==> config.mk <==
export PLATFORM = sky130hd
export DESIGN_NAME = hilo_div_unit
export DESIGN_NICKNAME = d
export VERILOG_FILES = /design/src/rtl/hilo_div_unit_pkg.sv /design/src/rtl/hilo_div_unit_div_core.sv /design/src/rtl/hilo_div_unit.sv
export SDC_FILE = /design/constraint.sdc
export NUM_CORES = 1
export LEC_CHECK = 0
export BUFFER_PORTS_ARGS = -buffer_cell sky130_fd_sc_hd__buf_2
export CORE_UTILIZATION = 55
export DETAILED_ROUTE_END_ITERATION = 8
export PLACE_DENSITY_LB_ADDON = 0.25
export SLEW_MARGIN = 40
export SYNTH_ARGS = -nofsm -noshare
export SYNTH_HDL_FRONTEND = slang
export SYNTH_SLANG_ARGS = --single-unit
==> constraint.sdc <==
create_clock -name clk -period 5.8 [get_ports clk]
set_input_delay 0.29 -clock clk [delete_from_list [all_inputs] [get_ports clk]]
set_output_delay 0.29 -clock clk [all_outputs]
set_load 0.02 [all_outputs]
==> src/rtl/hilo_div_unit_pkg.sv <==
// Shared definitions for the HI/LO register pair and divide engine: ALU control codes,
// divider FSM state encoding and the iteration count.
package hilo_div_unit_pkg;

  localparam logic [3:0] DIV_CONTROL  = 4'b1010;
  localparam logic [3:0] DIVU_CONTROL = 4'b1011;

  localparam int DIV_CYCLES = 32;

  typedef enum logic [1:0] {
    ST_IDLE = 2'd0,
    ST_RUN  = 2'd1,
    ST_FIX  = 2'd2,
    ST_DONE = 2'd3
  } div_state_e;

  function automatic logic is_div_ctrl(input logic [3:0] ctrl);
    return (ctrl == DIV_CONTROL) || (ctrl == DIVU_CONTROL);
  endfunction

endpackage

==> src/rtl/hilo_div_unit_div_core.sv <==
// Unsigned restoring-divide datapath: one quotient bit per step, MSB first.
// Quotient bits shift into the dividend register as the dividend bits shift out.
module div_core
  import hilo_div_unit_pkg::*;
#(
  parameter int W = 32
) (
  input  logic         clk,
  input  logic         rst_n,
  input  logic         load_i,
  input  logic         step_i,
  input  logic [W-1:0] dividend_i,
  input  logic [W-1:0] divisor_i,
  output logic [W-1:0] quot_o,
  output logic [W-1:0] rem_o,
  output logic         last_o
);

  localparam int CNT_W = $clog2(DIV_CYCLES);

  logic [W-1:0]     rem_q, rem_d;
  logic [W-1:0]     quo_q, quo_d;
  logic [W-1:0]     dvs_q, dvs_d;
  logic [CNT_W-1:0] cnt_q, cnt_d;
  logic [W:0]       rem_sh;
  logic [W:0]       dvs_ext;
  logic [W:0]       rem_sub;

  always_comb begin
    rem_d   = rem_q;
    quo_d   = quo_q;
    dvs_d   = dvs_q;
    cnt_d   = cnt_q;
    // 33-bit partial remainder: the remainder is always below the divisor, so the
    // shifted value fits and the compare decides the quotient bit directly.
    rem_sh  = {rem_q, quo_q[W-1]};
    dvs_ext = {1'b0, dvs_q};
    rem_sub = rem_sh - dvs_ext;
    if (load_i) begin
      rem_d = '0;
      quo_d = dividend_i;
      dvs_d = divisor_i;
      cnt_d = '0;
    end else if (step_i) begin
      if (rem_sh >= dvs_ext) begin
        rem_d = rem_sub[W-1:0];
        quo_d = {quo_q[W-2:0], 1'b1};
      end else begin
        rem_d = rem_sh[W-1:0];
        quo_d = {quo_q[W-2:0], 1'b0};
      end
      cnt_d = cnt_q + CNT_W'(1);
    end
  end

  always_ff @(posedge clk or negedge rst_n) begin
    if (!rst_n) begin
      rem_q <= '0;
      quo_q <= '0;
      dvs_q <= '0;
      cnt_q <= '0;
    end else begin
      rem_q <= rem_d;
      quo_q <= quo_d;
      dvs_q <= dvs_d;
      cnt_q <= cnt_d;
    end
  end

  assign quot_o = quo_q;
  assign rem_o  = rem_q;
  assign last_o = (cnt_q == CNT_W'(DIV_CYCLES - 1));

endmodule

==> src/rtl/hilo_div_unit.sv <==
// HI/LO register pair with an iterative DIV/DIVU engine; div_busy stalls EX while a divide runs.
// Optional HILO_BYPASS_EN: hi_o/lo_o forward the write data in the cycle it is written.
module hilo_div_unit
  import hilo_div_unit_pkg::*;
#(
  parameter int               WIDTH      = 32,
  parameter logic [WIDTH-1:0] DIVZERO_LO = {WIDTH{1'b1}}
) (
  input  logic             clk,
  input  logic             resetn,
  input  logic             hi_we,
  input  logic             lo_we,
  input  logic [WIDTH-1:0] hi_wdata,
  input  logic [WIDTH-1:0] lo_wdata,
  input  logic             div_start,
  input  logic             div_signed,
  input  logic [WIDTH-1:0] dividend,
  input  logic [WIDTH-1:0] divisor,
  input  logic             annul,
  output logic             div_busy,
  output logic             div_done,
  output logic [WIDTH-1:0] hi_o,
  output logic [WIDTH-1:0] lo_o,
  output logic [1:0]       div_state_dbg
);

  div_state_e       state_q, state_d;
  logic             busy_q, busy_d;
  logic             done_q, done_d;
  logic             negq_q, negq_d;
  logic             negr_q, negr_d;
  logic             dz_q, dz_d;
  logic [WIDTH-1:0] hi_q, hi_d;
  logic [WIDTH-1:0] lo_q, lo_d;

  logic             load, step, div_wr;
  logic             divisor_zero;
  logic [WIDTH-1:0] op_a, op_b;
  logic [WIDTH-1:0] core_quot, core_rem;
  logic             core_last;

  assign divisor_zero = (divisor == '0);

  // State register.
  always_ff @(posedge clk or negedge resetn) begin
    if (!resetn) begin
      state_q <= ST_IDLE;
      busy_q  <= 1'b0;
      done_q  <= 1'b0;
    end else begin
      state_q <= state_d;
      busy_q  <= busy_d;
      done_q  <= done_d;
    end
  end

  // Next state.
  always_comb begin
    state_d = state_q;
    unique case (state_q)
      ST_IDLE: if (div_start) state_d = divisor_zero ? ST_FIX : ST_RUN;
      ST_RUN: begin
        if (annul)          state_d = ST_IDLE;
        else if (core_last) state_d = ST_FIX;
      end
      ST_FIX:  state_d = annul ? ST_IDLE : ST_DONE;
      ST_DONE: state_d = ST_IDLE;
      default: state_d = ST_IDLE;
    endcase
  end

  // FSM outputs; busy/done are registered from the next state.
  always_comb begin
    load   = (state_q == ST_IDLE) && div_start;
    step   = (state_q == ST_RUN) && !annul;
    div_wr = (state_q == ST_FIX) && !annul;
    busy_d = (state_d == ST_RUN) || (state_d == ST_FIX);
    done_d = (state_d == ST_DONE);
  end

  // Signed operands are divided as magnitudes; a zero divisor keeps the raw
  // dividend in the core so it can be returned in HI unchanged.
  always_comb begin
    op_a   = (div_signed && dividend[WIDTH-1] && !divisor_zero) ? -dividend : dividend;
    op_b   = (div_signed && divisor[WIDTH-1]) ? -divisor : divisor;
    negq_d = negq_q;
    negr_d = negr_q;
    dz_d   = dz_q;
    if (load) begin
      negq_d = div_signed && !divisor_zero && (dividend[WIDTH-1] ^ divisor[WIDTH-1]);
      negr_d = div_signed && !divisor_zero && dividend[WIDTH-1];
      dz_d   = divisor_zero;
    end
  end

  always_comb begin
    hi_d = hi_q;
    lo_d = lo_q;
    if (div_wr) begin
      hi_d = dz_q ? core_quot  : (negr_q ? -core_rem  : core_rem);
      lo_d = dz_q ? DIVZERO_LO : (negq_q ? -core_quot : core_quot);
    end else begin
      if (hi_we) hi_d = hi_wdata;
      if (lo_we) lo_d = lo_wdata;
    end
  end

  always_ff @(posedge clk or negedge resetn) begin
    if (!resetn) begin
      negq_q <= 1'b0;
      negr_q <= 1'b0;
      dz_q   <= 1'b0;
      hi_q   <= '0;
      lo_q   <= '0;
    end else begin
      negq_q <= negq_d;
      negr_q <= negr_d;
      dz_q   <= dz_d;
      hi_q   <= hi_d;
      lo_q   <= lo_d;
    end
  end

  div_core #(.W(WIDTH)) u_div_core (
    .clk        (clk),
    .rst_n      (resetn),
    .load_i     (load),
    .step_i     (step),
    .dividend_i (op_a),
    .divisor_i  (op_b),
    .quot_o     (core_quot),
    .rem_o      (core_rem),
    .last_o     (core_last)
  );

`ifdef HILO_BYPASS_EN
  assign hi_o = hi_we ? hi_wdata : hi_q;
  assign lo_o = lo_we ? lo_wdata : lo_q;
`else
  assign hi_o = hi_q;
  assign lo_o = lo_q;
`endif

  assign div_busy      = busy_q;
  assign div_done      = done_q;
  assign div_state_dbg = state_q;

endmodule

==> run_results.csv <==
group,metric,value,unit
clock_tree,cts_setup_buffers,0,
sta,hold_viol_final,0,
clock_tree,cts_sinks,172,
synthesis,yosysWarnings,0,
layout,fin_util,64.4,%
sta,relSlewSlack,45.5,%
worst_setup_path,r2r-start,"u_div_core.quot_o[31]",
worst_setup_path,crit_chain,"inv_1, ha_1, inv_1, fa_1, a21o_1, a221o_1, a31o_2, a221oi_1, o311ai_1, a221oi_1, xnor2_1, a31o_1",
routing,drt-initial-drc-count,1143,
clock_tree,cts_buffers,17,
worst_setup_path,crit_fanout,4,
sta,period_share,65.4,%
worst_setup_path,cp_data_arrival_time,4130,ps
layout,fillers,1909,
synthesis,synth_area_per_cell,8.33,sq um
sta,rsz0062_at_grt,"false",
min_path,min_delay_worst_endpoint,"hi_o[15]",
synthesis,synth_edf_count,0,
synthesis,ys.flop_type,"dfrtp_1",
routing,drc,0,
sta,hold_slack,150,ps
die,io_pins,203,
worst_setup_path,endpoint_kind,"register",
die,rows,54,
routing,drtPass1Iterations,5,
sta,timing.fmax,264,MHz
placement,port-buffer-count,202,
routing,routed_wl,37000,um
worst_setup_path,slowest_stage,"a221oi_1",
min_path,hp-class,"primary input to register",
grt,grt.total_usage,32.3,%
die,start_util,56.3,%
die,die_area,23000,sq um
power_and_ir_drop,p_total,0.00574,W
worst_setup_path,reg2reg_slack,2010,ps
die,die_h,152,um
synthesis,ys_ff_latch,172,
worst_setup_path,r2r-end,"u_div_core.rem_o[28]",
grt,antenna_found_initial,0,
sta,min_period,3790,ps
die,die_w,152,um
power_and_ir_drop,power.leakage,6.63,nW
grt,grt_pass1_vias,10700,
sta,skew,15.7,ps
routing,routed_via_density,6.18,
synthesis,synthCells,1479,
outcome,status,"finished, final reports clean",
layout,layout.nets,1784,
worst_setup_path,r2r_cells,12,
synthesis,synth_area,12300,sq um
clock_tree,htreeDepth,4,
layout,antenna_cells,0,
grt,grt_pass1_wl,56700,um
synthesis,syn_nets,1654,
placement,dp_hpwl,27800,um
run,cap_violations,0,
routing,vias,11800,
synthesis,async_flop_share,100,%
worst_setup_path,critPathMaxStageDelay,640,ps
synthesis,ys_seq_area_share,34.9,%
routing,wire_per_inst,19.5,um
layout,drive_gt1_share,16.7,%
worst_setup_path,cp_data_required_time,6140,ps
clock_tree,root_buffer,"clkbuf_16",
grt,gr-total-overflow,0,
layout,area_growth,14.5,%
worst_setup_path,critPathLaunchType,"register",
sta,setup_viol,0,
placement,gp_congestion,0.938,
layout,stdcell_count,1901,
power_and_ir_drop,powerDensity,407,nW/um^2
worst_setup_path,path_class,"register to register",
clock_tree,cts_tree,"built",
grt,grt_max_degree,111,
clock_tree,path_clk_slew,70,ps
synthesis,ys_types,66,
die,core,21900,sq um
placement,dp_cells,1867,
min_path,hold_start,"hi_wdata[15]",
sta,tns,0,ps
clock_tree,clock_latency,440,ps
power_and_ir_drop,ir_worst_vdd,0.261,mV
clock_tree,clock_path_buffers,2,
sta,worst_pin_slew,818,ps
sta,slew_viol_final,0,
routing,ant_nets,0,
min_path,min_path_cells,3,
==> how the worst max path moves through the flow <==
stage,depth (start not counted),endpoint,slack [ps],from
floorplan,12,u_div_core.rem_o[28],2540,u_div_core.quot_o[31]
global placement,12,u_div_core.rem_o[28],2130,u_div_core.quot_o[31]
detailed placement,12,u_div_core.rem_o[28],2050,u_div_core.quot_o[31]
CTS,12,u_div_core.rem_o[28],2040,u_div_core.quot_o[31]
global route,12,u_div_core.rem_o[28],1780,u_div_core.quot_o[31]
finish,12,u_div_core.rem_o[28],2010,u_div_core.quot_o[31]
==> power by group <==
part           internal, W  switching [W]
clock             0.000714       0.000535
sequential         0.00143       0.000429
combinational      0.00105        0.00158
total              0.00319        0.00255
==> what timing repair did <==
item                                   4_1_cts  5_1_grt
endpoints found under the hold margin      106        0
hold buffers                                 1        0
gates resized for setup                      0        0
==> synthesized netlist by cell type, types with 15 or more instances <==
library cell | count | area (sq um)
a211oi_1 | 23 | 173
or3_1 | 20 | 125
o31ai_1 | 34 | 255
nand4_1 | 20 | 125
o21ai_0 | 97 | 485
a21oi_1 | 99 | 495
inv_1 | 53 | 199
mux2i_1 | 70 | 701
nor2_1 | 89 | 334
dfrtp_1 | 172 | 4300
a31oi_1 | 26 | 163
a21o_1 | 20 | 150
xor2_1 | 77 | 674
clkbuf_1 | 97 | 364
o41ai_1 | 15 | 131
xnor2_1 | 70 | 613
ha_1 | 39 | 488
and3_1 | 22 | 138
nand3_1 | 24 | 120
nor3_1 | 33 | 165
a22oi_1 | 23 | 173
nand2_1 | 213 | 800
==> routing by layer <==
layer	up-vias	routed length, um	track usage (%)
li1	5570	-	-
met1	5571	16500	45.8
met2	546	16200	49.2
met3	68	3310	5.87
met4	0	1060	11.8
met5	-	0	0
==> stage by stage <==
step	cell area (sq um)	setup slack (ps)
after floorplan	12300	2540
after global placement	13400	2130
after detailed placement	13400	2050
after CTS	14000	2040
after global routing	14100	1780
final	14100	2010
==> area by class of cell <==
| cell class | count | area, sq um | share of cell area (%) |
|---|---|---|---|
| Timing Repair Buffer | 217 | 1180 | 8.34 |
| Tap cell | 280 | 350 | 2.49 |
| Clock buffer | 19 | 453 | 3.21 |
| Inverter | 53 | 199 | 1.41 |
| Sequential cell | 172 | 4310 | 30.5 |
| Clock inverter | 12 | 180 | 1.28 |
| Multi-Input combinational cell | 1148 | 7430 | 52.7 |
==> cells in the final DEF, fill, tap and decap left out, types with 20 or more instances in the layout <==
cell / instances
buf_2: 199
nand4_1: 20
a21o_1: 20
inv_1: 53
dfrtp_1: 171
nor2_1: 87
o31ai_1: 34
a21oi_1: 99
o21ai_0: 97
ha_1: 39
a211oi_1: 23
xor2_1: 77
a31oi_1: 26
or3_1: 20
nand2_1: 213
xnor2_1: 70
nor3_1: 33
a22oi_1: 23
nand3_1: 23
and3_1: 22
mux2i_1: 70
==> sequential cells by signal, summed over array words and instances (netlist names) <==
signal	flops
div_busy	1
div_done	1
div_state_dbg	2
dz_q	1
hi_o	32
lo_o	32
negq_q	1
negr_q	1
u_div_core.cnt_q	5
u_div_core.dvs_q	32
u_div_core.quot_o	32
u_div_core.rem_o	32
==> logic make-up after synthesis <==
kind of cell	count (synthesis)	share of synthesized area, %
DFF	172	34.9
AOI/OAI and AO/OA	411	21.6
adders and majority gates	40	4.12
buffers and inverters	159	4.97
xor gates and xnor gates	147	10.5
and+or+nand+nor	480	18.2
muxes	70	5.69
==> worst max-delay path, delay by kind of cell (launching register included) <==
kind | cells | cell delay (ps)
DFF | 1 | 400
AOI/OAI and AO/OA | 7 | 2380
adders and majority gates | 2 | 590
buffers and inverters | 2 | 190
xor gates and xnor gates | 1 | 110
No activity file was read; power rests on OpenSTA's default activity.
